`src/rtl/prio_encoder_stream.sv`:
```
// prio_encoder_stream
//
// Streaming priority encoder. A WIDTH-bit request word is accepted over a
// valid/ready handshake, and bit indices come back over a second valid/ready
// handshake.
//   mode=0 (priority)  : one beat per word, holding the index of the priority bit.
//   mode=1 (enumerate) : one beat per set bit, in priority order; out_last marks
//                        the final beat of the word.
// An all-zero word always produces a single beat with out_zero=1, out_code=0 and
// out_last=1.
// MSB_FIRST selects which end has priority, and therefore also sets the
// enumeration order.
//
// Optional feature: when PRIO_ENCODER_COUNT_EN is defined, the out_count port is
// added. It carries popcount(in_data), registered on acceptance and held for
// every beat of that word.
//
// Ports:
//   clk        clock, rising edge
//   rst_n      synchronous active-low reset
//   in_data    request word
//   in_valid   in_data valid
//   in_ready   block can accept a word
//   mode       0 = priority, 1 = enumerate (sampled on accept only)
//   out_code   bit index
//   out_zero   accepted word was all zero
//   out_last   final code for the current word
//   out_valid  output beat valid
//   out_ready  consumer takes the current beat
//   out_count  popcount of the accepted word (PRIO_ENCODER_COUNT_EN only)

module prio_encoder_stream #(
    parameter int unsigned WIDTH     = 8,
    parameter int unsigned CODE_W    = $clog2(WIDTH),
    parameter bit          MSB_FIRST = 1'b0
) (
    input  logic              clk,
    input  logic              rst_n,
    input  logic [WIDTH-1:0]  in_data,
    input  logic              in_valid,
    output logic              in_ready,
    input  logic              mode,
    output logic [CODE_W-1:0] out_code,
    output logic              out_zero,
    output logic              out_last,
    output logic              out_valid,
    input  logic              out_ready
`ifdef PRIO_ENCODER_COUNT_EN
    ,
    output logic [CODE_W:0]   out_count
`endif
);

    typedef enum logic [0:0] {StIdle, StBusy} state_e;

    state_e              state_q;
    logic [WIDTH-1:0]    residual_q;
    logic [CODE_W-1:0]   code_q;
    logic                zero_q;
    logic                last_q;
    logic                valid_q;

    logic                accept;
    logic                consume;
    logic [CODE_W-1:0]   in_idx;
    logic [WIDTH-1:0]    in_rest;
    logic [CODE_W-1:0]   res_idx;
    logic [WIDTH-1:0]    res_rest;

    // Index of the priority bit. The scan runs so that the winning bit is
    // visited last and therefore overwrites every other candidate.
    function automatic logic [CODE_W-1:0] prio_idx(input logic [WIDTH-1:0] d);
        logic [CODE_W-1:0] idx;
        int unsigned       j;
        idx = '0;
        for (int unsigned i = 0; i < WIDTH; i++) begin
            j = MSB_FIRST ? i : (WIDTH - 1 - i);
            if (d[j]) begin
                idx = CODE_W'(j);
            end
        end
        return idx;
    endfunction

`ifdef PRIO_ENCODER_COUNT_EN
    logic [CODE_W:0] count_q;

    function automatic logic [CODE_W:0] popcount(input logic [WIDTH-1:0] d);
        logic [CODE_W:0] cnt;
        cnt = '0;
        for (int unsigned i = 0; i < WIDTH; i++) begin
            cnt = cnt + (CODE_W + 1)'(d[i]);
        end
        return cnt;
    endfunction

    assign out_count = count_q;
`endif

    always_comb begin
        in_idx            = prio_idx(in_data);
        in_rest           = in_data;
        in_rest[in_idx]   = 1'b0;
        res_idx           = prio_idx(residual_q);
        res_rest          = residual_q;
        res_rest[res_idx] = 1'b0;
    end

    // rst_n is folded in so that in_ready is low for the whole time reset is asserted.
    assign in_ready = rst_n & (state_q == StIdle) & (~valid_q | out_ready);
    assign accept   = in_valid & in_ready;
    assign consume  = valid_q & out_ready;

    assign out_code  = code_q;
    assign out_zero  = zero_q;
    assign out_last  = last_q;
    assign out_valid = valid_q;

    always_ff @(posedge clk) begin
        if (!rst_n) begin
            state_q    <= StIdle;
            residual_q <= '0;
            code_q     <= '0;
            zero_q     <= 1'b0;
            last_q     <= 1'b0;
            valid_q    <= 1'b0;
`ifdef PRIO_ENCODER_COUNT_EN
            count_q    <= '0;
`endif
        end else begin
            case (state_q)
                StIdle: begin
                    // A simultaneous accept and consume replaces the beat with no bubble.
                    if (accept) begin
                        valid_q <= 1'b1;
`ifdef PRIO_ENCODER_COUNT_EN
                        count_q <= popcount(in_data);
`endif
                        if (in_data == '0) begin
                            code_q     <= '0;
                            zero_q     <= 1'b1;
                            last_q     <= 1'b1;
                            residual_q <= '0;
                        end else if (!mode) begin
                            code_q     <= in_idx;
                            zero_q     <= 1'b0;
                            last_q     <= 1'b1;
                            residual_q <= '0;
                        end else begin
                            code_q     <= in_idx;
                            zero_q     <= 1'b0;
                            last_q     <= (in_rest == '0);
                            residual_q <= in_rest;
                            if (in_rest != '0) begin
                                state_q <= StBusy;
                            end
                        end
                    end else if (consume) begin
                        valid_q <= 1'b0;
                    end
                end
                StBusy: begin
                    // Advance only when the current beat is taken; otherwise hold everything.
                    if (consume) begin
                        code_q     <= res_idx;
                        last_q     <= (res_rest == '0);
                        residual_q <= res_rest;
                        if (res_rest == '0) begin
                            state_q <= StIdle;
                        end
                    end
                end
                default: state_q <= StIdle;
            endcase
        end
    end

endmodule

```
`config.mk`:
```
export PLATFORM = sky130hd
export DESIGN_NAME = prio_encoder_stream
export DESIGN_NICKNAME = d
export VERILOG_FILES = /design/src/rtl/prio_encoder_stream.sv
export SDC_FILE = /design/constraint.sdc
export NUM_CORES = 1
export LEC_CHECK = 0
export ABC_CLOCK_PERIOD_IN_PS = 2500
export BUFFER_PORTS_ARGS = -buffer_cell sky130_fd_sc_hd__buf_2
export CORE_MARGIN = 3
export CORE_UTILIZATION = 53
export DETAILED_ROUTE_END_ITERATION = 7
export PLACE_DENSITY = 0.88
export SLEW_MARGIN = 20
export SYNTH_ARGS = -nofsm -noshare
export SYNTH_HDL_FRONTEND = slang
export SYNTH_SLANG_ARGS = --single-unit
```
`constraint.sdc`:
```
create_clock -name clk -period 2.5 [get_ports clk]
set_input_delay 0.375 -clock clk [delete_from_list [all_inputs] [get_ports clk]]
set_output_delay 0.375 -clock clk [all_outputs]
set_load 0.05 [all_outputs]
```
==> results.md <==
- Mean post-synth cell area: ~8 µm²
- Gr usage total: ~23%
- Crit path arrival time: about 2.4 ns
- Total grt overflow: 0
- DP Cell Count: 170
- Post-CTS setup buffers: 0
- Post-synth EDFFs: 0
- Synth-to-Final Area Change: 14.6%
- # DRC: 0
- Max Slew Vio Count: 0
- CTS tree: yes
- Post-CTS Hold Buffers: 0
- Maximum clock insertion buffer count: 2
- Yosys cell types: between 40 and 50
- Fin crit period: about 2.1 ns
- # clock sinks: 15
- Ys flop type: dfxtp_1
- Share of cells above drive strength 1: about a quarter
- Initial antenna violation count: 0
- Worst setup margin: roughly 0.36 ns
- Final wirelength: 2530 µm
- Cells after synthesis: 130
- Worst-path clk slew: ~0.09 ns
- Pin count of the biggest net entering global routing: 19
- Wire length per cell: approximately 15 µm
- Comb pwr share: 28.1%
- PostCTS Resize Cnt: 0
- N_diodes: 0
- Vias post-DR: about 1100
- Starting Density: between 50% and 60%
- H-tree depth: 1
- Power Total: approximately 0.56 mW
- Vias in the first global route: about 1000
- Setup Viol. Count Final: 0
- Final instance area: about 0.0012 mm²
- Vias per inst: 6.18
- VDD IR max: between 0.3 and 0.4 mV
- Clock Power Share: between 20% and 30%
- CTS Buf Count: 3
- Die Wd: 49.7 µm
- Mapped Area: between 0.001 and 0.0015 mm²
- Standard-cell rows: 15
- Pint: approximately 0.37 mW
- Measured slew at the worst slew-check pin: around 0.49 ns
- Layout Utilization: 65.8%
- CP Launch Type: input pin
- Crit. End Element: register
- Net Switching: between 0.15 and 0.2 mW
- Tcrit/Tclk final: 85.5%
- Clock insertion delay at the later pin of the skew report: approximately 0.29 ns
- Hold Path Class: in2reg
- Detailed router's first-iteration violation count: 58
- Crit path kind: in2reg
- Seq/Total Area, Yosys: between 20% and 30%
- Async set-reset flop share out of synthesis: 0%
- Post-route ant nets: 0
- Top-Level Pins: 20
- Slew margin rel.: roughly 67%
- First-pass GRT wire length: approximately 4400 µm
- DR pass1 iterations: 4
- FMAX: ~470 MHz
- DP Wirelength: roughly 1900 µm
- Post-Route Setup TNS: 0 ns
- Crit path max fanout: 8
- Post-Place Setup Slack: between 0.09 and 0.1 ns
- Fin. Hold Viols: 0
- Worst Skew: 0.00531 ns
- Fin Hold WS: 0.382 ns
- Placed cell areas: 0.00113 mm²
- Gpl congestion: roughly 0.89
- Switching Fraction: between 30% and 40%
- Flop2flop setup slack: 0.54 ns
- Status: finished clean
- Root buf cell: clkbuf_4
- Seq pwr share: 46.8%
- Die Ht: between 40 and 50 µm
- Die Footprint: 0.00247 mm²
- Syn_nets: 143
- Register bit total from synthesis: 15
- Finished Layout Cells: between 150 and 200
- Nets: 163
- WP data required: 2.73 ns
- Core footprint: around 0.0018 mm²
- Buffers on Ports: 19
- Max-cap violation count: 0
- YS warnings: 0
- RSZ-0062 raised after global routing: no
- LEAKAGE: roughly 0.48 nW
- P per Cell Area: 485 mW/mm²
==> path summary, 6_finish.rpt <==
kind                               startpoint   endpoint  cells past startpoint
worst min register to register       out_zero   out_zero                      2
worst max-delay path               in_data[2]   out_last                      6
worst max register to register  residual_q[0]    state_q                      5
worst min-delay path                 in_valid  out_valid                      3
==> power groups by stage <==
stage / Combinational, mW / Clock, mW / Sequential [mW]
floorplan: 0.0842 / 0 / 0.292
global placement: 0.153 / 0 / 0.268
detailed placement: 0.156 / 0 / 0.269
CTS: 0.157 / 0.144 / 0.263
global route: 0.173 / 0.155 / 0.265
finish: 0.158 / 0.142 / 0.264
==> synthesized netlist by cell type, drive strengths merged (2+ instances only) <==
cell     instances  area share (%)
dfxtp           15              30
nand2           13             4.8
nor2            10             3.7
nor2b            9             5.6
o21ai            9             4.4
a21oi            7             3.5
a21boi           5             3.7
a32oi            5             4.3
clkbuf           5             1.9
or2              5             3.1
inv              4             1.5
nor3             3             1.5
o31ai            3             2.2
or3              3             2.1
or4              3             2.6
a2111oi          2             1.7
a211oi           2             1.5
buf              2            0.86
maj3             2             2.0
nand2b           2             2.0
o2111ai          2             1.7
o211a            2             2.0
o211ai           2             1.5
==> critical path, stage by stage <==
cell,delay [ns]
buf_2,0.14
or4_1,0.64
or4_4,0.46
a221o_1,0.33
a31oi_2,0.20
o221a_1,0.22
==> placed cells by master (no fill, tap or decap), types with 3 or more instances in the layout <==
master    synthesis  routed
a21boi_0          5       5
a21oi_1           7       7
a32oi_1           5       5
buf_2             1      19
buf_4             0       3
clkbuf_4          0       3
dfxtp_1          15      15
inv_1             4       4
nand2_1          13      13
nor2_1           10      10
nor2b_1           9       9
nor3_1            3       3
o21ai_0           9       9
o31ai_1           3       3
or2_2             5       5
==> layer usage <==
| layer | up-vias | wire length [µm] | global-route usage, % |
|---|---|---|---|
| li1 | 530 | - | - |
| met3 | 12 | 121 | 2.72 |
| met2 | 47 | 1200 | 36.8 |
| met1 | 486 | 1120 | 29.0 |
| met4 | 0 | 95 | 12.0 |
| met5 | - | 0 | 0 |
==> registers in the layout, summed over array words and instances, names as in the netlist <==
signal / flops
residual_q: 8
out_code: 3
out_last: 1
out_valid: 1
out_zero: 1
state_q: 1
==> area by class of cell <==
| type | count | area, µm² |
|---|---|---|
| well taps | 25 | 31.3 |
| flip-flops and latches | 15 | 300 |
| fillers | 147 | 603 |
| inverters | 4 | 15.0 |
| repair buffers | 22 | 118 |
| clock buffers | 4 | 26.3 |
| multi-input cells | 104 | 671 |
==> cells by family (layout without fill, tap and decap cells) <==
logic type	count (synthesis)	after routing	share of synthesized area (%)
adders and majority gates	2	2	1.98
and+or+nand+nor	53	53	28.5
DFF	15	15	29.6
AOI/OAI and AO/OA	49	49	35.7
buffers and inverters	11	30	4.20
Power figures use the tool's default switching activity.
